--- src/rtl/hazard_detect.sv ---
// hazard_detect: ID-stage hazard unit for a 5-stage pipeline with branches
// resolved in ID.
//
// It tracks the destinations of the instructions now in EX and MEM in a
// two-slot shadow pipeline. From those slots and the ID instruction it
// decides whether to stall ID/IF for a cycle, or whether to flush IF/ID when
// a jump or a taken branch is in ID.
//
// Ports
//   clk_i        pipeline clock, rising edge
//   rst_i        synchronous active-high reset
//   valid_i      ID holds a real instruction
//   Op_i         ID opcode
//   RS_i/RT_i/RD_i  ID register fields
//   Equal_i      ID comparator result (rs == rt)
//   Hazard_o     bubble request to the control unit
//   PCWrite_o    PC enable
//   IFIDWrite_o  IF/ID enable
//   Flush_o      discard the fetched instruction (clear IF/ID)
//   stall_cnt_o  saturating count of stall cycles since reset
module hazard_detect #(
  parameter int CNT_W = 16
) (
  input  logic             clk_i,
  input  logic             rst_i,
  input  logic             valid_i,
  input  logic [5:0]       Op_i,
  input  logic [4:0]       RS_i,
  input  logic [4:0]       RT_i,
  input  logic [4:0]       RD_i,
  input  logic             Equal_i,
  output logic             Hazard_o,
  output logic             PCWrite_o,
  output logic             IFIDWrite_o,
  output logic             Flush_o,
  output logic [CNT_W-1:0] stall_cnt_o
);

  localparam logic [5:0] OP_RTYPE = 6'b000000;
  localparam logic [5:0] OP_ADDI  = 6'b001000;
  localparam logic [5:0] OP_LW    = 6'b100011;
  localparam logic [5:0] OP_SW    = 6'b101011;
  localparam logic [5:0] OP_BEQ   = 6'b000100;
  localparam logic [5:0] OP_J     = 6'b000010;

  typedef struct packed {
    logic       valid;
    logic [4:0] dest;
    logic       isLoad;
  } slot_t;

  slot_t exSlot, memSlot, exNext;

  logic       useRs, useRt, hasDest, isLoad, isBeq, isJump;
  logic [4:0] destReg;
  logic       exMatch, memMatch, stall;
  logic [CNT_W-1:0] stallCnt;

  // ID decode; unlisted opcodes read nothing and write nothing
  always_comb begin
    useRs   = 1'b0;
    useRt   = 1'b0;
    hasDest = 1'b0;
    destReg = 5'd0;
    isLoad  = 1'b0;
    isBeq   = 1'b0;
    isJump  = 1'b0;
    case (Op_i)
      OP_RTYPE: begin useRs = 1'b1; useRt = 1'b1; hasDest = 1'b1; destReg = RD_i; end
      OP_ADDI:  begin useRs = 1'b1; hasDest = 1'b1; destReg = RT_i; end
      OP_LW:    begin useRs = 1'b1; hasDest = 1'b1; destReg = RT_i; isLoad = 1'b1; end
      OP_SW:    begin useRs = 1'b1; useRt = 1'b1; end
      OP_BEQ:   begin useRs = 1'b1; useRt = 1'b1; isBeq = 1'b1; end
      OP_J:     isJump = 1'b1;
      default:  ;
    endcase
  end

  // $0 is never a producer, so a zero source never matches a slot. beq reads
  // both rs and rt, so "dest equals rs or rt" is the same as a source match.
  always_comb begin
    exMatch  = (useRs && RS_i != 5'd0 && RS_i == exSlot.dest) ||
               (useRt && RT_i != 5'd0 && RT_i == exSlot.dest);
    memMatch = (useRs && RS_i != 5'd0 && RS_i == memSlot.dest) ||
               (useRt && RT_i != 5'd0 && RT_i == memSlot.dest);
  end

  // Loads forward from MEM only; branches compare in ID so they also wait on
  // any EX producer and on a load still in MEM.
  assign stall = valid_i && (
                   (exSlot.valid && exSlot.isLoad && exMatch) ||
                   (isBeq && exSlot.valid && exMatch) ||
                   (isBeq && memSlot.valid && memSlot.isLoad && memMatch));

  // Reset masks the outputs so stale slot contents cannot leak out.
  assign Hazard_o    = stall && !rst_i;
  assign PCWrite_o   = !stall || rst_i;
  assign IFIDWrite_o = !stall || rst_i;
  assign Flush_o     = valid_i && !stall && !rst_i && (isJump || (isBeq && Equal_i));
  assign stall_cnt_o = stallCnt;

  // A stalled or empty ID slot becomes a bubble in EX; writes to $0 are
  // dropped here so they never look like producers.
  always_comb begin
    exNext = '0;
    if (valid_i && !stall && hasDest && destReg != 5'd0) begin
      exNext.valid  = 1'b1;
      exNext.dest   = destReg;
      exNext.isLoad = isLoad;
    end
  end

  always_ff @(posedge clk_i) begin
    if (rst_i) begin
      exSlot   <= '0;
      memSlot  <= '0;
      stallCnt <= '0;
    end else begin
      memSlot <= exSlot;
      exSlot  <= exNext;
      if (stall && stallCnt != {CNT_W{1'b1}})
        stallCnt <= stallCnt + {{(CNT_W-1){1'b0}}, 1'b1};
    end
  end

endmodule

--- config.mk ---
export PLATFORM = sky130hd
export DESIGN_NAME = hazard_detect
export DESIGN_NICKNAME = d
export VERILOG_FILES = /design/src/rtl/hazard_detect.sv
export SDC_FILE = /design/constraint.sdc
export NUM_CORES = 1
export LEC_CHECK = 0
export CAP_MARGIN = 20
export CORE_MARGIN = 5
export CORE_UTILIZATION = 40
export CTS_BUF_LIST = sky130_fd_sc_hd__clkbuf_4 sky130_fd_sc_hd__clkbuf_8
export DETAILED_ROUTE_END_ITERATION = 7
export HOLD_SLACK_MARGIN = 0.08
export PLACE_DENSITY = 0.68
export SYNTH_ARGS = -nofsm -noshare
export SYNTH_HDL_FRONTEND = slang
export SYNTH_SLANG_ARGS = --single-unit
--- constraint.sdc ---
create_clock -name clk_i -period 8.1 [get_ports clk_i]
set_input_delay 1.62 -clock clk_i [delete_from_list [all_inputs] [get_ports clk_i]]
set_output_delay 1.62 -clock clk_i [all_outputs]
set_load 0.005 [all_outputs]
Yosys cells after proc, flatten, opt, wreduce, memory -nomap -nowiden
Cells that the tools add are included.
- output and inout port bits: 20
- register bits after elaboration: 30
- eq/ne operators: 10
- reductions and logical operators: 39
- muxes and demuxes: 8
- add/sub/neg operators: 1
- bitwise operators: 1
- operator list (kind ; number):
    logical AND 1 bit ; 22
    equality test 5 bit ; 4
    adder 16 x 1 -> 16 bit, second input constant ; 1
    != test 16 bit, second input constant ; 1
    nonzero test 5 bit ; 3
    equality test 6 bit, second input constant ; 2
    case mux 5 bit (2 select lines) ; 1
    two-way mux 7 bit ; 1
    equality test 6 x 2 -> 1 bit, second input constant ; 1
    equality test 6 x 3 -> 1 bit, second input constant ; 1
    equality test 6 x 4 -> 1 bit, second input constant ; 1
    zero test 6 bit ; 1
    logical OR 1 bit ; 6
    two-way mux 1 bit ; 6
    OR reduction 3 bit ; 2
    OR reduction 5 bit ; 1
    OR reduction 2 bit ; 2
    zero test 1 bit ; 2
    inverter 1 bit ; 1

Longest topological paths before layout
- word-level depth: 16
- depth in mapped cells: 9

Least setup slack after synthesis
No wires, ideal clock.
- path type: in2out
- start: in RS_i[1]
- end: out Flush_o
- path slack: 3090 ps
- stages: 9
- arrival: 3390 ps
- cell sequence: or4_1 -> nor2_1 -> nor4_1 -> a32o_1 -> nor2_2 -> buf_2 -> buf_2 -> nand3_1 -> nor4_1
- longest elaborated chain between the ends: 12
- elaborated cells on any way between the ends: 18
- those cells by class: eq/ne: 2; reduce/logical: 16
- ends and longest elaborated chain (element ; line ; RTL):
    from (decl) ; 28 ; input logic [4:0] RS_i,
    nonzero test 5 bit ; 82, 84 ;
    logical AND 1 bit ; 82, 84 ;
    logical AND 1 bit ; 82 ; exMatch = (useRs && RS_i != 5'd0 && RS_i == exSlot.dest) ||
    logical OR 1 bit ; 82 ;
    logical AND 1 bit, on equally long branches ; 91, 92 ;
    logical OR 1 bit ; 91 ; (exSlot.valid && exSlot.isLoad && exMatch) ||
    logical OR 1 bit (*) ; 92 ; (isBeq && exSlot.valid && exMatch) ||
    logical AND 1 bit (*) ; 90 ; assign stall = valid_i && (
    zero test 1 bit (*) ; 99 ; assign Flush_o = valid_i && !stall && !rst_i && (isJump || (isBeq && Equal_i));
    logical AND 1 bit (*) (3 in series) ; 99 ;
    to (decl) ; 35 ; output logic Flush_o,
Mark *: on every way between the ends. The rest lies on a longest branch, timed or not.

Final worst setup path
Same ends and word-level chain as after synthesis.

==> impl_metrics.toml <==
[status]
status = "complete, no violations"

[sta]
max_freq_ghz = 0.167
hold_viol_final = 0
fin_crit_sh_pct = 73.8
worst_pin_slew_ps = 1030
timing.final.crit_period_ps = 5980
slew_violations = 0
fin_skew_ps = 11.8
setup_viol = 0
setup_tns_ps = 0
slew_headroom_pct = 31.1
grt_setup_unrepaired = "false"

[synthesis]
synth_edf_count = 0
ys.flop_type = "dfxtp_1"
async_flop_share_pct = 0
ys_seq_area_share_pct = 35.3
synth.cell_area_mm2 = 0.00170
syn_avg_cell_area_um2 = 8.38
synthCells = 203
yosys_warnings = 0
synth.distinct_cells = 36
synthesis.nets = 229
ys_seq_elements = 30

[setup_path]
slowest_delay_ps = 550
critical_path.cell_chain = "clkdlybuf4s50_1 > or4_1 > nor2_1 > nor4_1 > a32o_1 > nor2_2 > buf_4 > nand3_1 > nor4_1 > clkdlybuf4s50_1"
cp.required_ps = 6480
path_buf_inv = 3
crit_path_top_delay_cell = "or4_1"
cp-start-kind = "primary input"
critPathCaptureType = "output port"
criticalPathCategory = "in -> out"
crit_family = "buffers and inverters"
worstPathMaxFanout = 30
arrival_ps = 4360

[clock_tree]
cts_buffers = 5
clockBufferDepth = 2
cts_resized = 0
cts.clk_slew.worst_paths_ps = 70
htreeDepth = 2
cts_tree = "built"
root_buffer = "clkbuf_8"
clk_latency_ps = 290
cts.sinks = 30
post_cts_buffers = 0
ctsHoldBuffers = 0

[pwr]
ir_drop_uv = 111
leakagePower_nw = 0.750
power.density_mw_per_mm2 = 134

[layout]
n_antenna_cell = 0
final.fill_count = 373
finish.instance_area_mm2 = 0.00227
nets = 274
drive_above_1_share_pct = 7.63
area_delta_synth_final_pct = 33.3
final_cell_mix = "clkdlybuf4s50_1 (44), dfxtp_1 (30), nor2_1 (19)"
layout_commonest_cell = "clkdlybuf4s50_1"

[detailed_routing]
drc = 0
top_layer = "met4"
wl_met2_um = 2050
drt_pass1_iterations = 4
routed_wl_um = 4290
met1_length_um = 1930
drtIter0Drc = 79
wl_per_cell_um = 14.3
vias_per_cell = 5.41
dr_wl_met3_um = 259
routed-via-count = 1619
ant_nets = 0

[floorplan]
die-area_mm2 = 0.00566
rows = 23
coreArea_mm2 = 0.00406
io_pins = 45
die_w_um = 75.2
initial_core_util_pct = 41.9
die_y_um = 75.2

[place]
routabilityCongestion = 0.842
placed_cell_area_mm2 = 0.00217
port_buffers = 44
hpwl_um = 3130

[global_routing]
grt_max_degree = 31
grtUsageTotal_pct = 16.3
gr-total-overflow = 0
antenna_found_initial = 0
grt_pass1_wl_um = 7160
grt_pass1_vias = 1576

[run]
max-cap-violations = 0

[hold_path]
hold_class = "reg -> reg"
## worst register-to-register path, cell delays in order, from the launching register on
cell and delay [ps]:
dfxtp_1 350, xnor2_1 140, nand3_1 100, or4_4 510
a211oi_4 330, nor2_2 70, buf_4 220, nor4_1 350
mux2_2 370
## final timing paths
| kind | slack, ps | endpoint | start | depth (start not counted) |
|---|---|---|---|---|
| setup / recovery | 2120 | Flush_o | RS_i[1] | 10 |
| hold reg to reg | 470 | memSlot[0]$_SDFF_PP0_ | exSlot[0]$_SDFF_PP0_ | 1 |
| hold / removal | 470 | memSlot[0]$_SDFF_PP0_ | exSlot[0]$_SDFF_PP0_ | 1 |
| setup reg to reg | 5550 | stall_cnt_o[9]$_SDFFE_PP0P_ | memSlot[2]$_SDFF_PP0_ | 8 |
## layer usage
layer	global-route usage, %	up-vias
li1	-	827
met1	20.1	736
met2	27.1	49
met3	5.21	7
met4	5.05	0
met5	0	-
## where the power goes
group / switching [mW] / leakage (nW) / internal, mW
Sequential: 0.0000861 / 0.242 / 0.148
Clock: 0.0592 / 0.0472 / 0.0682
Combinational: 0.0139 / 0.461 / 0.0161
## registers in the layout, indices dropped and copies added, names as in the netlist
signal,flops
stall_cnt_o,16
exSlot,7
memSlot,7
## per-stage QoR
step / std cells / utilization (%) / setup WS [ps] / hold slack [ps] / total power [mW]
2_1_floorplan: 203 / - / 3090 / 438 / 0.162
3_3_place_gp: 290 / 53.4 / 2150 / 458 / 0.181
3_5_place_dp: 290 / 53.4 / 2120 / 462 / 0.181
4_1_cts: 298 / 55.8 / 2100 / 472 / 0.309
5_1_grt: 299 / 55.9 / 1950 / 489 / 0.320
6_report: 299 / 55.9 / 2120 / 474 / 0.305
## synthesized netlist by cell type, types with 2 or more instances
cell,instances,area share [%]
dfxtp_1,30,35
nor2_1,19,4.2
a21oi_1,13,3.8
nand3_1,12,3.5
nor2b_1,12,4.4
xnor2_1,10,5.1
xor2_1,10,5.1
or4_1,9,4.0
nand2_1,8,1.8
o31ai_1,8,3.5
nor4_1,7,2.6
mux2_2,6,4.0
nor3_1,6,1.8
o21ai_0,6,1.8
a22oi_1,5,2.2
inv_1,5,1.1
nand4_1,5,1.8
and3_1,4,1.5
clkbuf_1,4,0.88
or3_1,4,1.5
and2_1,3,1.1
a32o_1,2,1.2
buf_2,2,0.59
## kinds of logic after synthesis
kind of cell / Yosys count / synth area share (%)
adder cells (fa/ha/maj): 1 / 0.735
XOR/XNOR: 20 / 10.3
AND/OR/NAND/NOR: 94 / 30.5
multiplexers: 6 / 3.97
flip-flops: 30 / 35.3
buffers and inverters: 13 / 3.68
AO/OA/AOI/OAI: 39 / 15.5
## final cells by class
type | instances | area [um^2] | area share, %
clock buffers | 6 | 82.6 | 3.64
clock inverters | 2 | 12.5 | 0.552
inverters | 5 | 18.8 | 0.827
multi-input cells | 160 | 1040 | 45.8
flip-flops and latches | 30 | 601 | 26.5
well taps | 50 | 62.6 | 2.76
repair buffers | 46 | 453 | 20.0
No activity file was read; power rests on OpenSTA's default activity.
